**config.mk**
```make
export PLATFORM = sky130hd
export DESIGN_NAME = sccb_slave_regfile
export DESIGN_NICKNAME = d
export VERILOG_FILES = /design/src/rtl/sccb_pkg.sv /design/src/rtl/sccb_in_filter.sv /design/src/rtl/sccb_slave_regfile.sv
export SDC_FILE = /design/constraint.sdc
export NUM_CORES = 1
export LEC_CHECK = 0
export CORE_ASPECT_RATIO = 1.25
export CORE_MARGIN = 2
export CORE_UTILIZATION = 45
export CTS_CLUSTER_SIZE = 16
export DETAILED_ROUTE_END_ITERATION = 7
export GPL_ROUTABILITY_DRIVEN = 0
export GPL_TIMING_DRIVEN = 0
export PLACE_DENSITY = 0.74
export SYNTH_ARGS = -nofsm -noshare
export SYNTH_HDL_FRONTEND = slang
export SYNTH_SLANG_ARGS = --single-unit
```
**constraint.sdc**
```tcl
create_clock -name clk -period 5.1 [get_ports clk]
set_clock_uncertainty 0.05 [all_clocks]
set_input_delay 0.51 -clock clk [delete_from_list [all_inputs] [get_ports clk]]
set_output_delay 0.51 -clock clk [all_outputs]
set_load 0.02 [all_outputs]
```
**src/rtl/sccb_pkg.sv**
```systemverilog
// Shared SCCB slave definitions: FSM state encoding, R/W bit values and the default device address.
package sccb_pkg;

    typedef enum logic [3:0] {
        IDLE,
        DEV,
        ACK_DEV,
        SUB,
        ACK_SUB,
        WDATA,
        ACK_WR,
        RDATA,
        MACK
    } sccb_state_t;

    localparam logic       SCCB_WR_BIT   = 1'b0;
    localparam logic       SCCB_RD_BIT   = 1'b1;
    localparam logic [6:0] SCCB_DEV_ADDR = 7'h21;

endpackage

```
**src/rtl/sccb_in_filter.sv**
```systemverilog
// Bus input conditioner: 2-flop synchronizer followed by a glitch filter that only accepts a
// new level after FILT_LEN consecutive equal samples. Resets to the idle-bus level (1).
module sccb_in_filter #(
    parameter int unsigned FILT_LEN = 3
) (
    input  logic clk,
    input  logic rst_n,
    input  logic i_async,
    output logic o_filt
);

    localparam int unsigned CW = (FILT_LEN > 1) ? $clog2(FILT_LEN) : 1;

    logic [1:0]    r_sync;
    logic [CW-1:0] r_cnt;
    logic          r_filt;

    always_ff @(posedge clk or negedge rst_n) begin
        if (!rst_n) begin
            r_sync <= '1;
            r_cnt  <= '0;
            r_filt <= 1'b1;
        end else begin
            r_sync <= {r_sync[0], i_async};
            // Any sample matching the accepted level restarts the run of differing samples.
            if (r_sync[1] == r_filt) begin
                r_cnt <= '0;
            end else if (r_cnt == CW'(FILT_LEN - 1)) begin
                r_filt <= r_sync[1];
                r_cnt  <= '0;
            end else begin
                r_cnt <= r_cnt + 1'b1;
            end
        end
    end

    assign o_filt = r_filt;

endmodule

```
**src/rtl/sccb_slave_regfile.sv**
```systemverilog
// SCCB slave front-end for an 8-bit register file: device match, sub-address, burst write/read.
// Optional macro SCCB_SLAVE_AUTOINC_EN: reg_addr auto-increments after each written/ACKed read byte.
module sccb_slave_regfile
    import sccb_pkg::*;
#(
    parameter logic [6:0]  DEV_ADDR = SCCB_DEV_ADDR,
    parameter int unsigned FILT_LEN = 3
) (
    input  logic       clk,
    input  logic       rst_n,
    input  logic       scl_i,
    input  logic       sda_i,
    output logic       sda_oe,
    output logic [7:0] reg_addr,
    output logic [7:0] reg_wdata,
    output logic       reg_we,
    input  logic [7:0] reg_rdata,
    output logic       busy
);

    sccb_state_t r_state, w_state_nxt;

    logic       w_scl_f, w_sda_f;
    logic       r_scl_d, r_sda_d;
    logic       w_scl_rise, w_scl_fall, w_start, w_stop;
    logic [3:0] r_bitcnt, w_bitcnt_nxt;
    logic [7:0] r_shift, w_shift_nxt;
    logic [7:0] w_byte;
    logic       r_sda_oe, w_oe_nxt;
    logic [7:0] r_addr, w_addr_nxt;
    logic [7:0] r_wdata, w_wdata_nxt;
    logic       r_we, w_we_nxt;
    logic       r_busy, w_busy_nxt;
    logic       r_rw, w_rw_nxt;

    sccb_in_filter #(.FILT_LEN(FILT_LEN)) u_scl_filt (
        .clk     (clk),
        .rst_n   (rst_n),
        .i_async (scl_i),
        .o_filt  (w_scl_f)
    );

    sccb_in_filter #(.FILT_LEN(FILT_LEN)) u_sda_filt (
        .clk     (clk),
        .rst_n   (rst_n),
        .i_async (sda_i),
        .o_filt  (w_sda_f)
    );

    always_ff @(posedge clk or negedge rst_n) begin
        if (!rst_n) begin
            r_scl_d <= 1'b1;
            r_sda_d <= 1'b1;
        end else begin
            r_scl_d <= w_scl_f;
            r_sda_d <= w_sda_f;
        end
    end

    assign w_scl_rise = w_scl_f & ~r_scl_d;
    assign w_scl_fall = ~w_scl_f & r_scl_d;
    assign w_start    = w_scl_f & r_scl_d & r_sda_d & ~w_sda_f;
    assign w_stop     = w_scl_f & r_scl_d & ~r_sda_d & w_sda_f;
    assign w_byte     = {r_shift[6:0], w_sda_f};

    always_ff @(posedge clk or negedge rst_n) begin
        if (!rst_n) r_state <= IDLE;
        else        r_state <= w_state_nxt;
    end

    // ACK phases: the first SCL fall drives the ACK, the 9th rise wraps the bit counter 8->0,
    // and the following fall leaves the ACK state (loading read data when a read follows).
    always_comb begin
        w_state_nxt  = r_state;
        w_bitcnt_nxt = r_bitcnt;
        w_shift_nxt  = r_shift;
        w_oe_nxt     = r_sda_oe;
        w_addr_nxt   = r_addr;
        w_wdata_nxt  = r_wdata;
        w_we_nxt     = 1'b0;
        w_busy_nxt   = r_busy;
        w_rw_nxt     = r_rw;

        if (w_stop) begin
            w_state_nxt  = IDLE;
            w_oe_nxt     = 1'b0;
            w_busy_nxt   = 1'b0;
            w_bitcnt_nxt = '0;
        end else if (w_start) begin
            w_state_nxt  = DEV;
            w_oe_nxt     = 1'b0;
            w_bitcnt_nxt = '0;
        end else begin
            case (r_state)
                DEV, SUB, WDATA: begin
                    if (w_scl_rise) begin
                        w_shift_nxt  = w_byte;
                        w_bitcnt_nxt = r_bitcnt + 4'd1;
                        if (r_bitcnt == 4'd7) begin
                            case (r_state)
                                DEV: begin
                                    if (w_byte[7:1] == DEV_ADDR) begin
                                        w_state_nxt = ACK_DEV;
                                        w_rw_nxt    = w_byte[0];
                                        w_busy_nxt  = 1'b1;
                                    end else begin
                                        w_state_nxt = IDLE;
                                        w_busy_nxt  = 1'b0;
                                    end
                                end
                                SUB: begin
                                    w_addr_nxt  = w_byte;
                                    w_state_nxt = ACK_SUB;
                                end
                                default: begin
                                    w_wdata_nxt = w_byte;
                                    w_we_nxt    = 1'b1;
                                    w_state_nxt = ACK_WR;
                                end
                            endcase
                        end
                    end
                end

                ACK_DEV, ACK_SUB, ACK_WR: begin
                    if (w_scl_rise) begin
                        w_bitcnt_nxt = '0;
                    end else if (w_scl_fall) begin
                        if (r_bitcnt == 4'd8) begin
                            w_oe_nxt = 1'b1;
                        end else begin
                            w_oe_nxt = 1'b0;
                            case (r_state)
                                ACK_DEV: begin
                                    if (r_rw == SCCB_RD_BIT) begin
                                        w_state_nxt = RDATA;
                                        w_shift_nxt = reg_rdata;
                                        w_oe_nxt    = ~reg_rdata[7];
                                    end else begin
                                        w_state_nxt = SUB;
                                    end
                                end
                                ACK_SUB: w_state_nxt = WDATA;
                                default: begin
                                    w_state_nxt = WDATA;
`ifdef SCCB_SLAVE_AUTOINC_EN
                                    w_addr_nxt  = r_addr + 8'd1;
`endif
                                end
                            endcase
                        end
                    end
                end

                RDATA: begin
                    if (w_scl_rise) begin
                        w_bitcnt_nxt = r_bitcnt + 4'd1;
                        w_shift_nxt  = {r_shift[6:0], 1'b0};
                    end else if (w_scl_fall) begin
                        if (r_bitcnt == 4'd8) begin
                            w_oe_nxt    = 1'b0;
                            w_state_nxt = MACK;
                        end else begin
                            w_oe_nxt = ~r_shift[7];
                        end
                    end
                end

                MACK: begin
                    if (w_scl_rise) begin
                        w_bitcnt_nxt = '0;
                        if (w_sda_f) begin
                            w_state_nxt = IDLE;
                        end else begin
`ifdef SCCB_SLAVE_AUTOINC_EN
                            w_addr_nxt = r_addr + 8'd1;
`endif
                        end
                    end else if (w_scl_fall && r_bitcnt == 4'd0) begin
                        // reg_rdata has settled on the new address long before this fall.
                        w_state_nxt = RDATA;
                        w_shift_nxt = reg_rdata;
                        w_oe_nxt    = ~reg_rdata[7];
                    end
                end

                default: ;
            endcase
        end
    end

    always_ff @(posedge clk or negedge rst_n) begin
        if (!rst_n) begin
            r_bitcnt <= '0;
            r_shift  <= '0;
            r_sda_oe <= 1'b0;
            r_addr   <= '0;
            r_wdata  <= '0;
            r_we     <= 1'b0;
            r_busy   <= 1'b0;
            r_rw     <= 1'b0;
        end else begin
            r_bitcnt <= w_bitcnt_nxt;
            r_shift  <= w_shift_nxt;
            r_sda_oe <= w_oe_nxt;
            r_addr   <= w_addr_nxt;
            r_wdata  <= w_wdata_nxt;
            r_we     <= w_we_nxt;
            r_busy   <= w_busy_nxt;
            r_rw     <= w_rw_nxt;
        end
    end

    assign sda_oe    = r_sda_oe;
    assign reg_addr  = r_addr;
    assign reg_wdata = r_wdata;
    assign reg_we    = r_we;
    assign busy      = r_busy;

endmodule

```
==> impl_results.md, run 1 <==
* Outcome: finished clean
* Post-Synth Simple-Gate Area at 16.65%
* CTS Hold Buffers Added at 0
* Vias in the first global route at 1774
* Diodes inserted at 0
* GR Util All Layers at 17.71%
* Startpoint Class: register
* CTS resizes at 0
* Chip width at 70.80 um
* Tmin final at 2444 ps
* Syn Inst Count at 231
* Synth Area in XOR/XNOR at about 1.0%
* Rel. slew slack at 57.44%
* Mean routed wirelength per cell at 15.70 um
* Worst hold slack at approximately 33 ps
* Die ar. at 6195 sq um
* Worst R2R End: reg_wdata[6]$_DFFE_PN0P_
* EDFF count, synth at 0
* Syn_area_per_cell at ~11 sq um
* Synth top area cells: dfrtp_1, dfstp_2, mux2_2
* Initial core utilization at 46.44%
* Leak Pwr at 1.306 nW
* Peak supply drop at 0.3256 mV
* Post-synth top area share at 39.88%
* Unrepaired setup endpoints after global routing: no
* Largest family of logic cells by synthesized area: simple AND/OR/NAND/NOR gates
* Critical Path AT at around 2600 ps
* Post-CTS Setup Inserts at 0
* Syn. warnings at 0
* Total CTS buffers at 5
* Rows at 30
* Tcrit/Tclk final at ~48%
* Final Max Slew Viols at 0
* Cell taking the most area after synthesis: dfrtp_1
* Yosys reg bits at 48
* Core area at 5405 sq um
* Root Buffer: clkbuf_8
* Asr flop ratio synth at 100.0%
* Compound-gate portion of the synthesized area at 16.15%
* Register area share after synthesis at 48.26%
* Maxcap violations at 0
* Yosys cell types at 59
* Num ports at 31
* Detailed Route WL at approximately 5200 um
* CTS tree: done
* HP Class: primary input to async pin
* Worst r2r src: u_scl_filt.o_filt$_DFFE_PN1P_
* Largest net degree at the start of global routing at 38
* Worst reg2reg setup slack at 2660 ps
* I/O Buffers at 30
* Clk_lat worst skew at 300 ps
* Crit Path Class: register to register
* Drt pass-1 iters at 4
* Reg clk slew, reported paths at about 90 ps
* Mux cell area share after synthesis at 11.27%
* Power Density at 559.4 nW/um^2
* Final Hold Viols at 0
* Clock Tree Buf Depth at 2
* First-pass GRT wire length at 8611 um
* Dpl hpwl at 3832 um
* Vias per cell at between 5 and 6
* Count leader, synth: dfrtp_1
* Detail Route Antenna Nets at 0
* Area grow syn2layout at 19.59%
* Synth Flop Type: dfrtp_1
* Worst setup path startpoint: u_scl_filt.o_filt$_DFFE_PN1P_
* DRC Markers at 0
* Worst Setup EP: reg_wdata[6]$_DFFE_PN0P_
* Final setup fails at 0
* Overflow after GRT at 0
* Nets at about 280
* FMAX at 409.2 MHz
* Post-synth top cells: dfrtp_1, mux2_2, nor2_1
* Antenna violations before repair at 0
* H-tree lvl count at 2
* DIE HEIGHT at 87.50 um
* Worst path required time at 5240 ps
* Setup TNS at 0 ps
* Layout cells sized above 1 at between 20% and 30%
* Initial DRC count at 58
* Syn nets at ~250
* Worst-case reg-to-reg path depth at 6
* Clk sink count at 48
* Fillcell total at 501
* Crit-path max FO at 10
* Critical path capture point type: register
* Worst slew pin tran at 635.4 ps
* Mapped Area at 2510 sq um
* Adder-Cell Fraction of Synth Area at 0.9970%
* Via count at 1918
==> worst max-delay path: stages, from the launching register on <==
cell,delay [ps]
dfstp_2,570
clkbuf_8,160
nor2b_1,260
nand4b_1,250
or3_1,390
clkbuf_1,290
mux2_2,360
==> per-stage QoR <==
| step | util, % | std cells | cell area, sq um | setup slack (ps) | power, mW |
|---|---|---|---|---|---|
| floorplan | - | 231 | 2510 | 3060 | 1.239 |
| global placement | 53.47 | 325 | 2890 | 2143 | 1.416 |
| detailed placement | 53.75 | 326 | 2905 | 2655 | 1.436 |
| CTS | 55.53 | 334 | 3002 | 2640 | 1.682 |
| global route | 55.53 | 334 | 3002 | 2535 | 1.815 |
| finish | 55.53 | 334 | 3002 | 2656 | 1.679 |
==> state kept, by name, summed over array words and instances, names as in the netlist, 2 cells and up <==
name / count
u_sda_filt.r_sync: 2
r_bitcnt: 4
u_sda_filt.r_cnt: 2
u_scl_filt.r_sync: 2
u_scl_filt.r_cnt: 2
reg_wdata: 8
r_shift: 8
reg_addr: 8
r_state: 4
==> worst min path at each step <==
stage	start	end	slack, ps	depth (start not counted)
3_3_place_gp	u_scl_filt.r_sync[0]$_DFF_PN1_	u_scl_filt.r_sync[1]$_DFF_PN1_	300	0
5_1_grt	rst_n	u_scl_filt.r_cnt[1]$_DFF_PN0_	50	1
6_report	rst_n	sda_oe$_DFFE_PN0P_	30	1
4_1_cts	rst_n	u_scl_filt.r_cnt[0]$_DFF_PN0_	40	1
2_1_floorplan	rst_n	busy$_DFFE_PN0P_	160	0
3_5_place_dp	u_sda_filt.r_sync[0]$_DFF_PN1_	u_sda_filt.r_sync[1]$_DFF_PN1_	300	0
==> cells by family (layout without fill, tap and decap cells) <==
group	after synthesis	after routing
AO/OA/AOI/OAI	59	59
multiplexers	26	26
AND/OR/NAND/NOR	72	72
XOR/XNOR	3	3
adder cells (fa/ha/maj)	2	2
flip-flops	48	48
buffers and inverters	21	60
==> where the power goes <==
part | switching, mW | internal (mW) | leakage, nW
clock network | 0.130 | 0.111 | 0.0516
logic | 0.484 | 0.373 | 0.652
registers | 0.0948 | 0.486 | 0.602
total | 0.709 | 0.970 | 1.31
==> final cells by class <==
cell class                 instances  area, sq um  area share [%]
sequential                        48         1211           40.35
clock buffer                       6        82.58           2.751
buffer                            13        111.4           3.710
inverter                           8        30.03           1.000
multi-input combinational        162         1157           38.56
clock inverter                     2        13.76          0.4585
tap                               64        80.08           2.668
timing repair buffer              31        315.3           10.50
==> cells in the final DEF, fill, tap and decap left out, drive strengths merged, types with 2 or more instances in the layout <==
cell type	n
dfrtp	40
clkdlybuf4s50	29
mux2	18
nor2	17
a21oi	15
nand2	13
o21ai	11
buf	11
clkbuf	10
inv	9
mux2i	8
dfstp	8
nor3	7
nand3	6
nor2b	5
o31ai	5
a211oi	4
or2b	3
o21a	3
o211ai	3
xnor2	2
or3	2
nand3b	2
or3b	2
nor4	2
a31o	2
a31oi	2
nand2b	2
o22ai	2
nor4b	2
ha	2
a21o	2
==> routing by layer <==
metal	track usage (%)	vias to the layer above	wire length, um
met5	0	-	0
met4	7.376	0	121
met3	2.778	9	170
met2	28.46	46	2555
met1	24.05	944	2398
li1	-	919	-
No activity file was read; power rests on OpenSTA's default activity.
==> run 2: changes to the inputs <==
Settings changed: PLACE_DENSITY 0.74 to 0.76.
Clock period 5.1 ns to 2.1 ns, I/O delays scaled along.
==> run 2 against run 1 <==
The flow now finishes with violations (setup timing). Hold slack better by 230 ps. Design area increased by 12%. Count of clock-buffer cells in the layout down 1. Clock power grew to 3.4 times the previous value. Critical path type unchanged. Critical endpoint is now r_state[2]$_DFFE_PN0P_.
==> impl_results.md, run 2 (synthesized netlist as in run 1, its figures left out) <==
* Outcome: finished with violations
* Failing checks: setup timing
* Die ar. at 6195 sq um
* Rel. slew slack at 68.81%
* Overall Power at 4.965 mW
* Maxcap violations at 0
* Layout cells sized above 1 at 35.71%
* Power Density at 1476 nW/um^2
* Crit Path Class: register to register
* Area grow syn2layout at 34.00%
* Peak supply drop at 0.8457 mV
* Detail Route Antenna Nets at 0
* Diodes inserted at 0
* Tmin final at ~2100 ps
* Chip width at 70.80 um
* Antenna violations before repair at 0
* Fin cells at 358
* Total CTS buffers at 5
* Leak Pwr at 1.472 nW
* Setup TNS at -4.555 ps
* Core area at between 5000 and 6000 sq um
* Drt pass-1 iters at 4
* Mean routed wirelength per cell at between 15 and 20 um
* Most common cell after layout, fill and taps aside: dfrtp_1
* FMAX at 475.2 MHz
* Startpoint Class: register
* Tcrit/Tclk final at 100.2%
* Critical path capture point type: register
* Largest net degree at the start of global routing at 36
* Rows at 30
* Most frequent cells in the layout: dfrtp_1, clkdlybuf4s50_1, buf_4
* Num ports at 31
* DRC Markers at 0
* Fillcell total at 410
* Vias in the first global route at 1970
* Reg clk slew, reported paths at about 100 ps
* Clk sink count at 48
* H-tree lvl count at 2
* Dpl hpwl at between 3000 and 4000 um
* DIE HEIGHT at roughly 88 um
* CTS tree: done
* I/O Buffers at 30
* Detailed Route WL at 6085 um
* Nets at 307
* Setup ws final at -4.555 ps
* Placed Cells at 326
* Vias per cell at roughly 6
* Critical Path AT at roughly 2200 ps
* Worst slew pin tran at 461.3 ps
* Clk_lat worst skew at roughly 310 ps
* Crit-path max FO at 6
* Initial DRC count at 139
* Final Hold Viols at 0
* Root Buffer: clkbuf_8
* Worst path required time at 2230 ps
* Clock Tree Buf Depth at 2
* Final Max Slew Viols at 0
* Via count at 2118
* Overflow after GRT at 0
* Unrepaired setup endpoints after global routing: yes
* Initial core utilization at a little under half
* Final setup fails at 1
* GR Util All Layers at 19.21%
* First-pass GRT wire length at between 9000 and 10000 um
* HP Class: primary input to register
* Worst hold slack at approximately 260 ps
==> run 2: path summary, 6_finish.rpt <==
kind	from	to	slack (ps)	cells past startpoint
worst min-delay path	scl_i	u_scl_filt.r_sync[0]$_DFF_PN1_	260	1
max in group asynchronous	rst_n	u_sda_filt.r_sync[0]$_DFF_PN1_	1150	3
worst max register to register	r_bitcnt[0]$_DFFE_PN0P_	r_state[2]$_DFFE_PN0P_	-5	9
worst max-delay path	r_bitcnt[0]$_DFFE_PN0P_	r_state[2]$_DFFE_PN0P_	-5	9
min in group asynchronous	rst_n	r_bitcnt[0]$_DFFE_PN0P_	280	2
worst min register to register	u_sda_filt.r_sync[0]$_DFF_PN1_	u_sda_filt.r_sync[1]$_DFF_PN1_	300	0
==> run 2: repair_timing <==
action	4_1_cts	5_1_grt
pin swaps	10	4
setup buffers	16	10
gates cloned	1	0
hold endpoints to repair	8	0
hold buffers	1	0
resized for setup	17	13
setup endpoints to repair	31	34
==> run 2: worst max-delay path: stages (launching register included) <==
cell and delay (ps):
dfrtp_1 360, inv_1 50, ha_2 180, buf_4 130, and3b_1 210, o21ai_0 280
a22oi_2 150, o211ai_4 300, mux2i_1 220, a21oi_1 50
==> run 2: metal layers <==
| layer | wire (um) | track usage (%) |
|---|---|---|
| met5 | 0 | 0 |
| met3 | 365 | 3.935 |
| met1 | 2430 | 24.83 |
| met2 | 3085 | 31.69 |
| met4 | 203 | 7.890 |
==> run 2: power by group <==
part	internal, mW	switching [mW]	total (mW)
Clock	0.480	0.330	0.809
Sequential	1.18	0.215	1.40
Combinational	1.30	1.45	2.76
Total	2.97	2.00	4.97
==> run 2: layout make-up <==
cell class	instances	area [sq um]	share of cell area, %
Multi-Input combinational cell	162	1262	37.54
Sequential cell	48	1214	36.09
Timing Repair Buffer	59	539.3	16.03
Buffer	9	100.1	2.976
Tap cell	64	80.08	2.381
Clock buffer	5	68.82	2.046
Clock inverter	3	68.82	2.046
Inverter	8	30.03	0.8929
==> run 2: metrics by stage <==
stage | utilization [%] | instance area, sq um | worst slack (ps)
finish | 62.22 | 3363 | -4.555
CTS | 59.86 | 3236 | -27.14
global route | 62.22 | 3363 | -118.8
global placement | 53.47 | 2890 | -559.9
detailed placement | 53.75 | 2905 | -230.4
floorplan | - | 2510 | 59.60
